`config.mk`:
```
export PLATFORM = sky130hd
export DESIGN_NAME = bcd_down_timer
export DESIGN_NICKNAME = d
export VERILOG_FILES = /design/src/rtl/bcd_down_timer.sv
export SDC_FILE = /design/constraint.sdc
export NUM_CORES = 1
export LEC_CHECK = 0
export BUFFER_PORTS_ARGS = -buffer_cell sky130_fd_sc_hd__buf_2
export CORE_MARGIN = 1.5
export CORE_UTILIZATION = 38
export CTS_BUF_LIST = sky130_fd_sc_hd__clkbuf_8
export DETAILED_ROUTE_END_ITERATION = 6
export SETUP_SLACK_MARGIN = 0.1
export SLEW_MARGIN = 5
export SYNTH_ARGS = -nofsm -noshare
export SYNTH_HDL_FRONTEND = slang
export SYNTH_SLANG_ARGS = --single-unit
```
`constraint.sdc`:
```
create_clock -name clk -period 2.5 [get_ports clk]
set_input_delay 0.375 -clock clk [delete_from_list [all_inputs] [get_ports clk]]
set_output_delay 0.375 -clock clk [all_outputs]
set_load 0.03 [all_outputs]
```
`src/rtl/bcd_down_timer.sv`:
```
// Two-digit BCD countdown timer with load/start/pause control and a TICK_DIV-cycle prescaler.
// Optional macro AUTO_RELOAD_EN: on expiry, reload the count from the preset and keep running.
module bcd_down_timer #(
    parameter int unsigned TICK_DIV = 1
) (
    input  logic       clk,
    input  logic       rstn,
    input  logic       load,
    input  logic [7:0] load_val,
    input  logic       start,
    input  logic       pause,
    output logic [3:0] cnt_ones,
    output logic [3:0] cnt_tens,
    output logic       zero,
    output logic       done,
    output logic       busy,
    output logic       err
);

    typedef enum logic [1:0] {
        S_IDLE,
        S_RUN,
        S_PAUSE,
        S_DONE
    } state_t;

    localparam logic [15:0] PRESC_MAX = 16'(TICK_DIV - 1);

    state_t      state_q, state_d;
    logic [3:0]  ones_q, ones_d;
    logic [3:0]  tens_q, tens_d;
    logic [15:0] presc_q, presc_d;
    logic        done_q, done_d;
    logic        err_q, err_d;

`ifdef AUTO_RELOAD_EN
    // The preset is only ever read back by the auto-reload path.
    logic [7:0]  preset_q, preset_d;
`endif

    logic load_ok;
    logic tick;
    logic at_one;

    assign load_ok = (load_val[7:4] <= 4'd9) && (load_val[3:0] <= 4'd9);
    assign tick    = (presc_q == PRESC_MAX);
    assign at_one  = (tens_q == 4'd0) && (ones_q == 4'd1);

    // NOTE: every signal driven here gets a default first, so no path can infer a latch.
    always_comb begin
        state_d  = state_q;
        ones_d   = ones_q;
        tens_d   = tens_q;
        presc_d  = presc_q;
        done_d   = 1'b0;
        err_d    = 1'b0;
`ifdef AUTO_RELOAD_EN
        preset_d = preset_q;
`endif

        unique case (state_q)
            S_IDLE, S_DONE: begin
                // load outranks start; an invalid load still swallows start
                if (load) begin
                    if (load_ok) begin
                        ones_d   = load_val[3:0];
                        tens_d   = load_val[7:4];
`ifdef AUTO_RELOAD_EN
                        preset_d = load_val;
`endif
                        state_d  = S_IDLE;
                    end else begin
                        err_d = 1'b1;
                    end
                end else if (start && !zero) begin
                    state_d = S_RUN;
                    presc_d = '0;
                end
            end

            S_RUN: begin
                if (pause) begin
                    state_d = S_PAUSE;
                end else if (tick) begin
                    presc_d = '0;
                    if (at_one) begin
                        done_d = 1'b1;
`ifdef AUTO_RELOAD_EN
                        ones_d = preset_q[3:0];
                        tens_d = preset_q[7:4];
`else
                        ones_d  = 4'd0;
                        tens_d  = 4'd0;
                        state_d = S_DONE;
`endif
                    end else if (ones_q == 4'd0) begin
                        ones_d = 4'd9;
                        tens_d = tens_q - 4'd1;
                    end else begin
                        ones_d = ones_q - 4'd1;
                    end
                end else begin
                    presc_d = presc_q + 16'd1;
                end
            end

            S_PAUSE: begin
                if (start && !pause) begin
                    state_d = S_RUN;
                end
            end

            default: state_d = S_IDLE;
        endcase
    end

    // NOTE: sequential state uses non-blocking assignments so every flop samples pre-edge values.
    always_ff @(posedge clk or negedge rstn) begin
        if (!rstn) begin
            state_q  <= S_IDLE;
            ones_q   <= 4'd0;
            tens_q   <= 4'd0;
            presc_q  <= '0;
            done_q   <= 1'b0;
            err_q    <= 1'b0;
`ifdef AUTO_RELOAD_EN
            preset_q <= 8'd0;
`endif
        end else begin
            state_q  <= state_d;
            ones_q   <= ones_d;
            tens_q   <= tens_d;
            presc_q  <= presc_d;
            done_q   <= done_d;
            err_q    <= err_d;
`ifdef AUTO_RELOAD_EN
            preset_q <= preset_d;
`endif
        end
    end

    assign cnt_ones = ones_q;
    assign cnt_tens = tens_q;
    assign zero     = (ones_q == 4'd0) && (tens_q == 4'd0);
    assign done     = done_q;
    assign busy     = (state_q == S_RUN) || (state_q == S_PAUSE);
    assign err      = err_q;

endmodule

```
==> reports/metrics.cfg, run 1 <==
[clock_network]
clk_pin_slew_ps=90
cts_buffer_depth=2
clk_latency_ps=270
cts_root_buffer=clkbuf_8
cts_tree=done
cts_sinks=28
cts_hold_buf=0
cts.htree.levels=1
cts-buffers-inserted=3

[yosys]
synth_top_cell_by_area=dfrtp_1
postSynthNetCount=212
synth.most_common_cell=dfrtp_1
yosysTopAreaCellShare_pct=38.7
avgSynthCellArea_sq_um=9.42
yosysSeqAreaShare_pct=38.7
netlist_area_sq_mm=0.00181
synthCells=192
synth-main-ff-cell=dfrtp_1
ys_types=47
yosys_warnings=0
synth_edf_count=0
ys_ff_latch=28
synth_area_leaders=dfrtp_1 39%, o31ai_1 6.2%, o21ai_0 5.8%, ha_1 4.8%, nor4_4 3.5%
netlist_top_cells_count=28 x dfrtp_1, 21 x o21ai_0, 15 x inv_1, 15 x o31ai_1
async_flop_share_pct=100

[route]
vias=1548
drtIter0Drc=63
routedWlPerCell_microns=15.0
drc=0
drtPass1Iterations=4
ant_nets=0
wl_met2_microns=1820
highest_layer=met4
wl_met1_microns=2030
wirelength_microns=4010
wl_met3_microns=117
vias_per_cell=5.78

[floorplan]
die_area_sq_mm=0.00518
initial_core_util_pct=40.4
core-area_sq_mm=0.00447
die_h_microns=72
ios=25
num_rows=24
die_x_microns=72

[global_route]
grt_overflow=0
grt_first_pass_wirelength_microns=7030
grt_max_degree=29
track_usage_pct=17.0
grt_pass1_vias=1487
antenna_found_initial=0

[timing]
slew_headroom_pct=56.6
rsz0062_at_grt=no
finalSetupViolCount=0
fmax_mhz=434
hold_viol=0
fin_skew_ps=2.00
worstMarginPinSlew_ps=651
fin_tns_setup_ps=0
fin_crit_sh_pct=92.1
maxSlewViolCount=0
period_minus_slack_ps=2300

[placement]
finalWeightedCongestion=0.792
hpwl_microns=2910
port-buffer-count=24

[worst_setup_path]
required_ps=2120
crit_type=flop to primary output
cp_max_fo=6
cp-end-kind=primary output
reg2regPathDepth=7
cp.arrival_ps=1930
cp-start-kind=flop

[layout]
fin_nets=238
nFillCells=461
area_delta_synth_final_pct=12.1
diodes=0
layout-drive-gt1-share_pct=22.2

[worst_hold_path]
hold_class=input port to async pin

[pwr]
p_sw_share_pct=46.1
ir_worst_vdd_mv=0.368
power_w=0.00213
switchingPower_w=0.000982
clockPowerShare_pct=11.6
p_per_area_mw_per_mm2=1050
p_leak_nw=0.917
intPower_w=0.00115
power_frac_seq_pct=30.3
pwr-share-comb_pct=58.0

[outcome]
outcome=completed

[run]
maxCapViolCount=0

==> placed cells by master, fill, tap and decap left out, types with 2 or more instances in the layout <==
| cell | count |
|---|---|
| clkbuf_8 | 3 |
| o211ai_1 | 2 |
| nor2_1 | 10 |
| o21ai_0 | 21 |
| ha_1 | 7 |
| buf_4 | 6 |
| mux2_4 | 2 |
| dfrtp_1 | 28 |
| buf_2 | 24 |
| o2bb2ai_1 | 2 |
| nand2b_1 | 5 |
| a31oi_1 | 9 |
| a21oi_1 | 10 |
| nor3b_1 | 2 |
| o31ai_1 | 15 |
| nand3_1 | 10 |
| nand2_1 | 9 |
| nor2b_1 | 2 |
| and3_1 | 4 |
| inv_1 | 15 |
| nor3_1 | 2 |
| mux2i_1 | 2 |
| nor4_4 | 3 |
| a22oi_1 | 2 |
==> kinds of logic (layout without fill, tap and decap cells) <==
| kind of cell | after synthesis | in the layout | share of synthesized area, % |
|---|---|---|---|
| fa+ha+maj | 7 | 7 | 4.84 |
| mux | 5 | 5 | 3.39 |
| simple gates | 56 | 56 | 19.8 |
| compound gates | 70 | 70 | 26.1 |
| flops | 28 | 28 | 38.7 |
| buf+inv | 24 | 48 | 6.15 |
| xor+xnor | 2 | 2 | 0.968 |
==> routing by layer <==
layer | track usage [%] | vias to the layer above
met1 | 23.8 | 746
li1 | - | 766
met4 | 5.03 | 0
met5 | 0 | -
met3 | 2.22 | 5
met2 | 27.6 | 31
==> sequential cells by signal, indices dropped and copies added (netlist names) <==
name / count
err: 1
presc_q: 16
done: 1
cnt_tens: 4
cnt_ones: 4
state_q: 2
==> worst max-delay path, stage by stage, from the launching register on <==
cell and delay (ps):
dfrtp_1 440, inv_1 100, ha_1 200, or3b_4 420
nor3_1 240, buf_2 240
==> area by class of cell <==
class | count | area, sq um | area share, %
repair buffers | 30 | 165 | 8.14
well taps | 52 | 65.1 | 3.21
multi-input cells | 140 | 1000 | 49.3
flip-flops and latches | 28 | 701 | 34.5
inverters | 15 | 56.3 | 2.78
clock buffers | 3 | 41.3 | 2.04
==> path summary, 6_finish.rpt <==
| kind | from | endpoint | slack [ps] |
|---|---|---|---|
| worst max register to register | cnt_tens[0] | cnt_tens[1] | 250 |
| worst min register to register | presc_q[14] | presc_q[14] | 550 |
| max in group asynchronous | rstn | state_q[1] | 1960 |
| worst min-delay path | rstn | cnt_ones[2] | 110 |
| worst max-delay path | cnt_ones[0] | zero | 200 |
| min in group clk | pause | done | 330 |
==> power groups by stage <==
stage	Combinational, W	Sequential, W	Clock (W)
floorplan	0.000773	0.000778	0
global placement	0.00124	0.000653	0
detailed placement	0.00124	0.000654	0
CTS	0.00124	0.000645	0.000264
global route	0.00136	0.000663	0.000276
finish	0.00124	0.000646	0.000248
==> through the flow <==
step	std cells	worst slack [ps]	hold WS (ps)	cell area (sq um)	utilization [%]
floorplan	192	195	79.4	1810	-
global placement	265	245	438	1980	44.4
detailed placement	265	218	437	1980	44.4
CTS	268	185	129	2030	45.3
global route	268	106	156	2030	45.3
finish	268	197	113	2030	45.3
==> repair_timing <==
action                     4_1_cts  5_1_grt
setup buffers                    0        0
setup endpoints to repair        0        9
gates resized for setup          0        1
No activity file was read; power rests on OpenSTA's default activity.
==> inputs of run 2 (changes only) <==
Settings changed: CAP_MARGIN from default to 5, CORE_UTILIZATION 38 to 58, PLACE_DENSITY from default to 0.8.
==> run 2 against run 1 <==
Final area fell by 1.4%; global-route usage grew 7.6 points; maximum frequency is 2.0% higher; largest cell class unchanged.
==> reports/metrics.cfg, run 2 (synthesized netlist as in run 1, its figures left out) <==
[clock_network]
cts_hold_buf=0  ; unchanged
postCtsSetupRepairBufs=0  ; unchanged
clk_latency_ps=270  ; about the same
cts-buffers-inserted=3  ; unchanged
cts_root_buffer=clkbuf_8
cts_sinks=28  ; unchanged
cts-resized-gates=0  ; unchanged
clk_pin_slew_ps=90  ; about the same
cts_buffer_depth=2  ; unchanged
cts.htree.levels=1  ; unchanged
cts_tree=done

[layout]
fin_nets=237  ; -0.42%
multiInputGateArea_sq_mm=0.00100  ; +0.25%
largest-register=presc_q
diodes=0  ; unchanged
seqCellArea_sq_um=701  ; unchanged
final_cell_mix=28 x dfrtp_1, 24 x buf_2, 21 x o21ai_0
layout-drive-gt1-share_pct=22.3  ; +0.10 points
largest_reg_flops=16  ; unchanged
area_delta_synth_final_pct=10.5
nFillCells=246  ; -47%
layout_commonest_cell=dfrtp_1

[timing]
fmax_mhz=443  ; +2.0%
rsz0062_at_grt=no
setup_slack_ps=242  ; +44.4 ps
finalSetupViolCount=0  ; unchanged
maxSlewViolCount=0  ; unchanged
hold_viol=0  ; unchanged
period_minus_slack_ps=2260  ; -44.4 ps
worstMarginPinSlew_ps=633  ; -18.2 ps
fin_skew_ps=4.50  ; +2.50 ps
fin_tns_setup_ps=0  ; unchanged
fin_crit_sh_pct=90.3  ; -1.8 points
slew_headroom_pct=57.8  ; +1.2 points

[global_route]
grt_pass1_vias=1518  ; +2.1%
grt_max_degree=29  ; unchanged
grt_overflow=0  ; unchanged
track_usage_pct=24.6  ; +7.6 points
antenna_found_initial=0  ; unchanged
grt_first_pass_wirelength_microns=6640  ; -5.5%

[route]
ant_nets=0  ; unchanged
routedWlPerCell_microns=16.3  ; +8.7%
drtIter0Drc=138  ; +120%
vias=1588  ; +2.6%
vias_per_cell=6.40  ; +11%
drc=0  ; unchanged
wirelength_microns=4040  ; +0.60%
drtPass1Iterations=4  ; unchanged

[placement]
hpwl_microns=2910  ; about the same
finalWeightedCongestion=0.935  ; +18%
place_ws_ps=185  ; -33.4 ps
port-buffer-count=24  ; unchanged

[run]
maxCapViolCount=0  ; unchanged

[pwr]
intPower_w=0.00114  ; -0.43%
ir_worst_vdd_mv=0.307  ; -17%
pwr-share-comb_pct=58.3  ; +0.3 points
p_sw_share_pct=46.7  ; +0.51 points
clockPowerShare_pct=11.4  ; -0.2 points
switchingPower_w=0.000999  ; +1.7%
p_per_area_mw_per_mm2=1070  ; +2.0%
power_frac_seq_pct=30.3  ; about the same
p_leak_nw=0.910  ; -0.70%

[floorplan]
die_h_microns=58.9  ; -18%
die_x_microns=58.9  ; -18%
core-area_sq_mm=0.00300  ; -33%
initial_core_util_pct=60.2  ; +20 points
num_rows=20  ; -17%
ios=25  ; unchanged
die_area_sq_mm=0.00346  ; -33%

[worst_setup_path]
cp-end-kind=flop
required_ps=2670  ; +550 ps
cp-start-kind=flop
crit_type=flop to flop
reg2regPathDepth=7  ; unchanged
cp.arrival_ps=2430  ; +500 ps
cp_max_fo=8  ; +2

[outcome]
outcome=completed

[worst_hold_path]
hold_class=input port to async pin

[run 2: cell count changes in the layout (fill, tap and decap cells not counted), sizes merged]
| cell | before | now |
|---|---|---|
| buf | 30 | 29 |
[run 2: worst max-delay path: stages (launching register included)]
cell and delay, ps:
dfrtp_1 400, inv_1 100, ha_1 200, nand2b_1 120
or4_1 660, nand3_1 270, nand2_4 100, mux2_4 310
[run 2: area by class of cell]
type | instances | share of cell area (%)
Timing Repair Buffer | 29 | 7.88
Sequential cell | 28 | 35.0
Multi-Input combinational cell | 140 | 50.1
Clock buffer | 3 | 2.07
Tap cell | 33 | 2.07
Inverter | 15 | 2.82
[run 2: final timing paths]
path / startpoint / slack (ps) / end
max: cnt_tens[0] / 240 / cnt_tens[1]
min: rstn / 110 / cnt_ones[2]
max reg2reg: cnt_tens[0] / 240 / cnt_tens[1]
min reg2reg: presc_q[15] / 550 / presc_q[15]
max in group asynchronous: rstn / 1980 / done
min in group clk: pause / 330 / done
[run 2: routing by layer]
layer / track usage, % / part of all wire [%] / vias up / routed length (microns)
met4: 7.47 / 0.79 / 0 / 32
li1: - / - / 763 / -
met3: 2.64 / 4.3 / 3 / 175
met5: 0 / 0 / - / 0
met2: 44.4 / 52 / 55 / 2100
met1: 30.7 / 43 / 767 / 1730
[run 2: metrics by stage]
stage          cell area (sq um)  hold slack, ps  instances  total power (W)  utilization [%]
3_3_place_gp                1950             423        245          0.00184             65.0
6_report                    2000             111        248          0.00214             66.6
4_1_cts                     1990             125        248          0.00214             66.4
2_1_floorplan               1810            79.4        192          0.00155                -
3_5_place_dp                1950             427        245          0.00189             65.0
5_1_grt                     2000             155        248          0.00229             66.6
[run 2: power groups by stage]
stage               Combinational, W  Clock (W)  Sequential, W
floorplan                   0.000773          0       0.000778
global placement             0.00120          0       0.000647
detailed placement           0.00123          0       0.000655
CTS                          0.00124   0.000250       0.000647
global route                 0.00137   0.000264       0.000661
finish                       0.00125   0.000244       0.000648
==> inputs of run 3 (changes only) <==
--- a/config.mk
+++ b/config.mk
@@ -12,2 +12,3 @@
 export CTS_BUF_LIST = sky130_fd_sc_hd__clkbuf_8
+export CTS_CLUSTER_DIAMETER = 150
 export DETAILED_ROUTE_END_ITERATION = 6
==> constraint.sdc (replaced) <==
create_clock -name clk -period 2.5 [get_ports clk]
set_input_delay 0.5 -clock clk [delete_from_list [all_inputs] [get_ports clk]]
set_output_delay 0.5 -clock clk [all_outputs]
set_load 0.03 [all_outputs]
==> run 3 against run 2 <==
Via count decreased by 0.63%; register-to-register slack got worse by 30 ps; flip-flop and latch count unchanged; final area increased by 1.5%; combinational power is essentially flat; clock skew rose by 1.2 ps; sequential power up 0.6%; clock-buffer cell count rose by 1; hold slack gained 120 ps; cell count up 0.81%; clock power rose by 14%; routed wire length is 1.6% lower; critical endpoint is now cnt_tens[3]; highest routed layer unchanged.
==> reports/metrics.cfg, run 3 (synthesized netlist as in run 1, its figures left out) <==
[outcome]
outcome=completed

[clock_network]
cts_tree=done
clk_latency_ps=270  ; about the same
cts_buffer_depth=2  ; unchanged
cts_sinks=28  ; unchanged
cts.htree.levels=1  ; unchanged
clk_pin_slew_ps=90  ; about the same
postCtsSetupRepairBufs=0  ; unchanged
cts-buffers-inserted=3  ; unchanged
cts_root_buffer=clkbuf_8

[placement]
place_ws_ps=166  ; -19.1 ps
finalWeightedCongestion=0.865  ; -7.5%
port-buffer-count=24  ; unchanged
placed_cells=246  ; +0.41%
hpwl_microns=2940  ; +1.1%

[pwr]
p_per_area_mw_per_mm2=1070  ; about the same
p_leak_nw=0.921  ; +1.2%
ir_worst_vdd_mv=0.374  ; +22%

[worst_setup_path]
cp-end-kind=flop
required_ps=2660  ; about the same
cp_max_fo=8  ; unchanged
startpoint=cnt_tens[0]
reg2regPathDepth=7  ; unchanged
timing.rr.end=cnt_tens[3]
r2r_start=cnt_tens[0]
crit_type=flop to flop
crit_end=cnt_tens[3]
cp.arrival_ps=2450  ; +20 ps
cp-start-kind=flop
r2r_setup_slack_ps=210  ; -30 ps

[layout]
fin_util_pct=67.6  ; +1.0 points
fin_cells=250  ; +0.81%
layout_commonest_cell=dfrtp_1
diodes=0  ; unchanged
largest_reg_flops=16  ; unchanged
largest-register=presc_q
final_cell_mix=27 x dfrtp_1, 23 x buf_2, 21 x o21ai_0
layout-drive-gt1-share_pct=24.0  ; +1.6 points
area_delta_synth_final_pct=12.2
nFillCells=247  ; +0.41%
fin_nets=238  ; +0.42%

[route]
routedWlPerCell_microns=15.9  ; -2.4%
drtIter0Drc=112  ; -19%
ant_nets=0  ; unchanged
wirelength_microns=3970  ; -1.6%
drtPass1Iterations=5  ; +1
vias_per_cell=6.31  ; -1.4%
vias=1578  ; -0.63%
drc=0  ; unchanged

[global_route]
grt_first_pass_wirelength_microns=6670  ; +0.32%
grt_pass1_vias=1530  ; +0.79%
antenna_found_initial=0  ; unchanged
track_usage_pct=24.7  ; +0.13 points
grt_overflow=0  ; unchanged
grt_max_degree=29  ; unchanged

[floorplan]
die_x_microns=58.9  ; unchanged
die_area_sq_mm=0.00346  ; unchanged
core-area_sq_mm=0.00300  ; unchanged
initial_core_util_pct=60.2  ; unchanged
ios=25  ; unchanged
num_rows=20  ; unchanged
die_h_microns=58.9  ; unchanged

[timing]
fmax_mhz=437  ; -1.4%
rsz0062_at_grt=no
fin_skew_ps=5.69  ; +1.19 ps
maxSlewViolCount=0  ; unchanged
worstMarginPinSlew_ps=618  ; -14.8 ps
fin_tns_setup_ps=0  ; unchanged
hold_viol=0  ; unchanged
fin_crit_sh_pct=91.6  ; +1.2 points
slew_headroom_pct=58.6  ; +0.76 points
finalSetupViolCount=0  ; unchanged
setup_slack_ps=211  ; -31.0 ps
period_minus_slack_ps=2290  ; +31.0 ps

[run]
maxCapViolCount=0  ; unchanged

[worst_hold_path]
hold_class=input port to async pin

==> run 3: cell types whose count changed in the layout (fill, tap and decap cells not counted) <==
cell,before,now
nor3_1,2,1
nor3_2,1,2
dfrtp_1,28,27
buf_2,24,23
clkbuf_8,3,4
buf_4,5,6
clkbuf_4,0,1
dfrtp_2,0,1
==> run 3: repair_timing <==
item	CTS	global route
endpoints found under the setup margin	0	9
gates resized for setup	0	4
hold endpoints to repair	0	0
hold buffers	0	0
==> run 3: cell type report <==
| type | count | area, sq um | share of cell area, % |
|---|---|---|---|
| multi-input cells | 140 | 1010 | 49.6 |
| flip-flops and latches | 28 | 702 | 34.6 |
| clock buffers | 4 | 55.1 | 2.71 |
| well taps | 33 | 41.3 | 2.03 |
| inverters | 15 | 56.3 | 2.77 |
| repair buffers | 30 | 168 | 8.26 |
==> run 3: worst min-delay path by stage <==
| stage | from | end | slack [ps] | depth (start not counted) |
|---|---|---|---|---|
| after CTS | rstn | presc_q[12] | 260 | 1 |
| final | rstn | cnt_tens[2] | 230 | 1 |
| after global routing | rstn | cnt_tens[2] | 270 | 1 |
| after global placement | presc_q[15] | presc_q[15] | 520 | 1 |
| after floorplan | rstn | cnt_ones[0] | 200 | 0 |
| after detailed placement | presc_q[15] | presc_q[15] | 530 | 1 |
==> run 3: per-layer routing <==
metal | up-vias | part of all wire (%) | global-route usage (%)
li1 | 765 | - | -
met1 | 763 | 43 | 30.7
met3 | 4 | 4.0 | 2.42
met2 | 46 | 52 | 44.8
met5 | - | 0 | 0
met4 | 0 | 0.86 | 8.12
==> run 3: report_power, final <==
part           switching, W  total (W)  internal [W]
Sequential         0.000103   0.000652      0.000549
Combinational      0.000750    0.00124      0.000493
Clock              0.000137   0.000277      0.000141
==> run 3: critical path, stage by stage, from the launching register on <==
cell      delay (ps)
dfrtp_1          410
inv_1            100
ha_1             200
nand2b_1         130
or4_1            650
nand3_1          270
nand2_4          100
mux2_4           310
==> run 3: metrics by stage <==
stage | instance area [sq um] | power, W | hold slack (ps)
2_1_floorplan | 1810 | 0.00155 | 204
3_3_place_gp | 1970 | 0.00185 | 522
3_5_place_dp | 1970 | 0.00189 | 532
4_1_cts | 2020 | 0.00217 | 256
5_1_grt | 2030 | 0.00234 | 274
6_report | 2030 | 0.00217 | 232
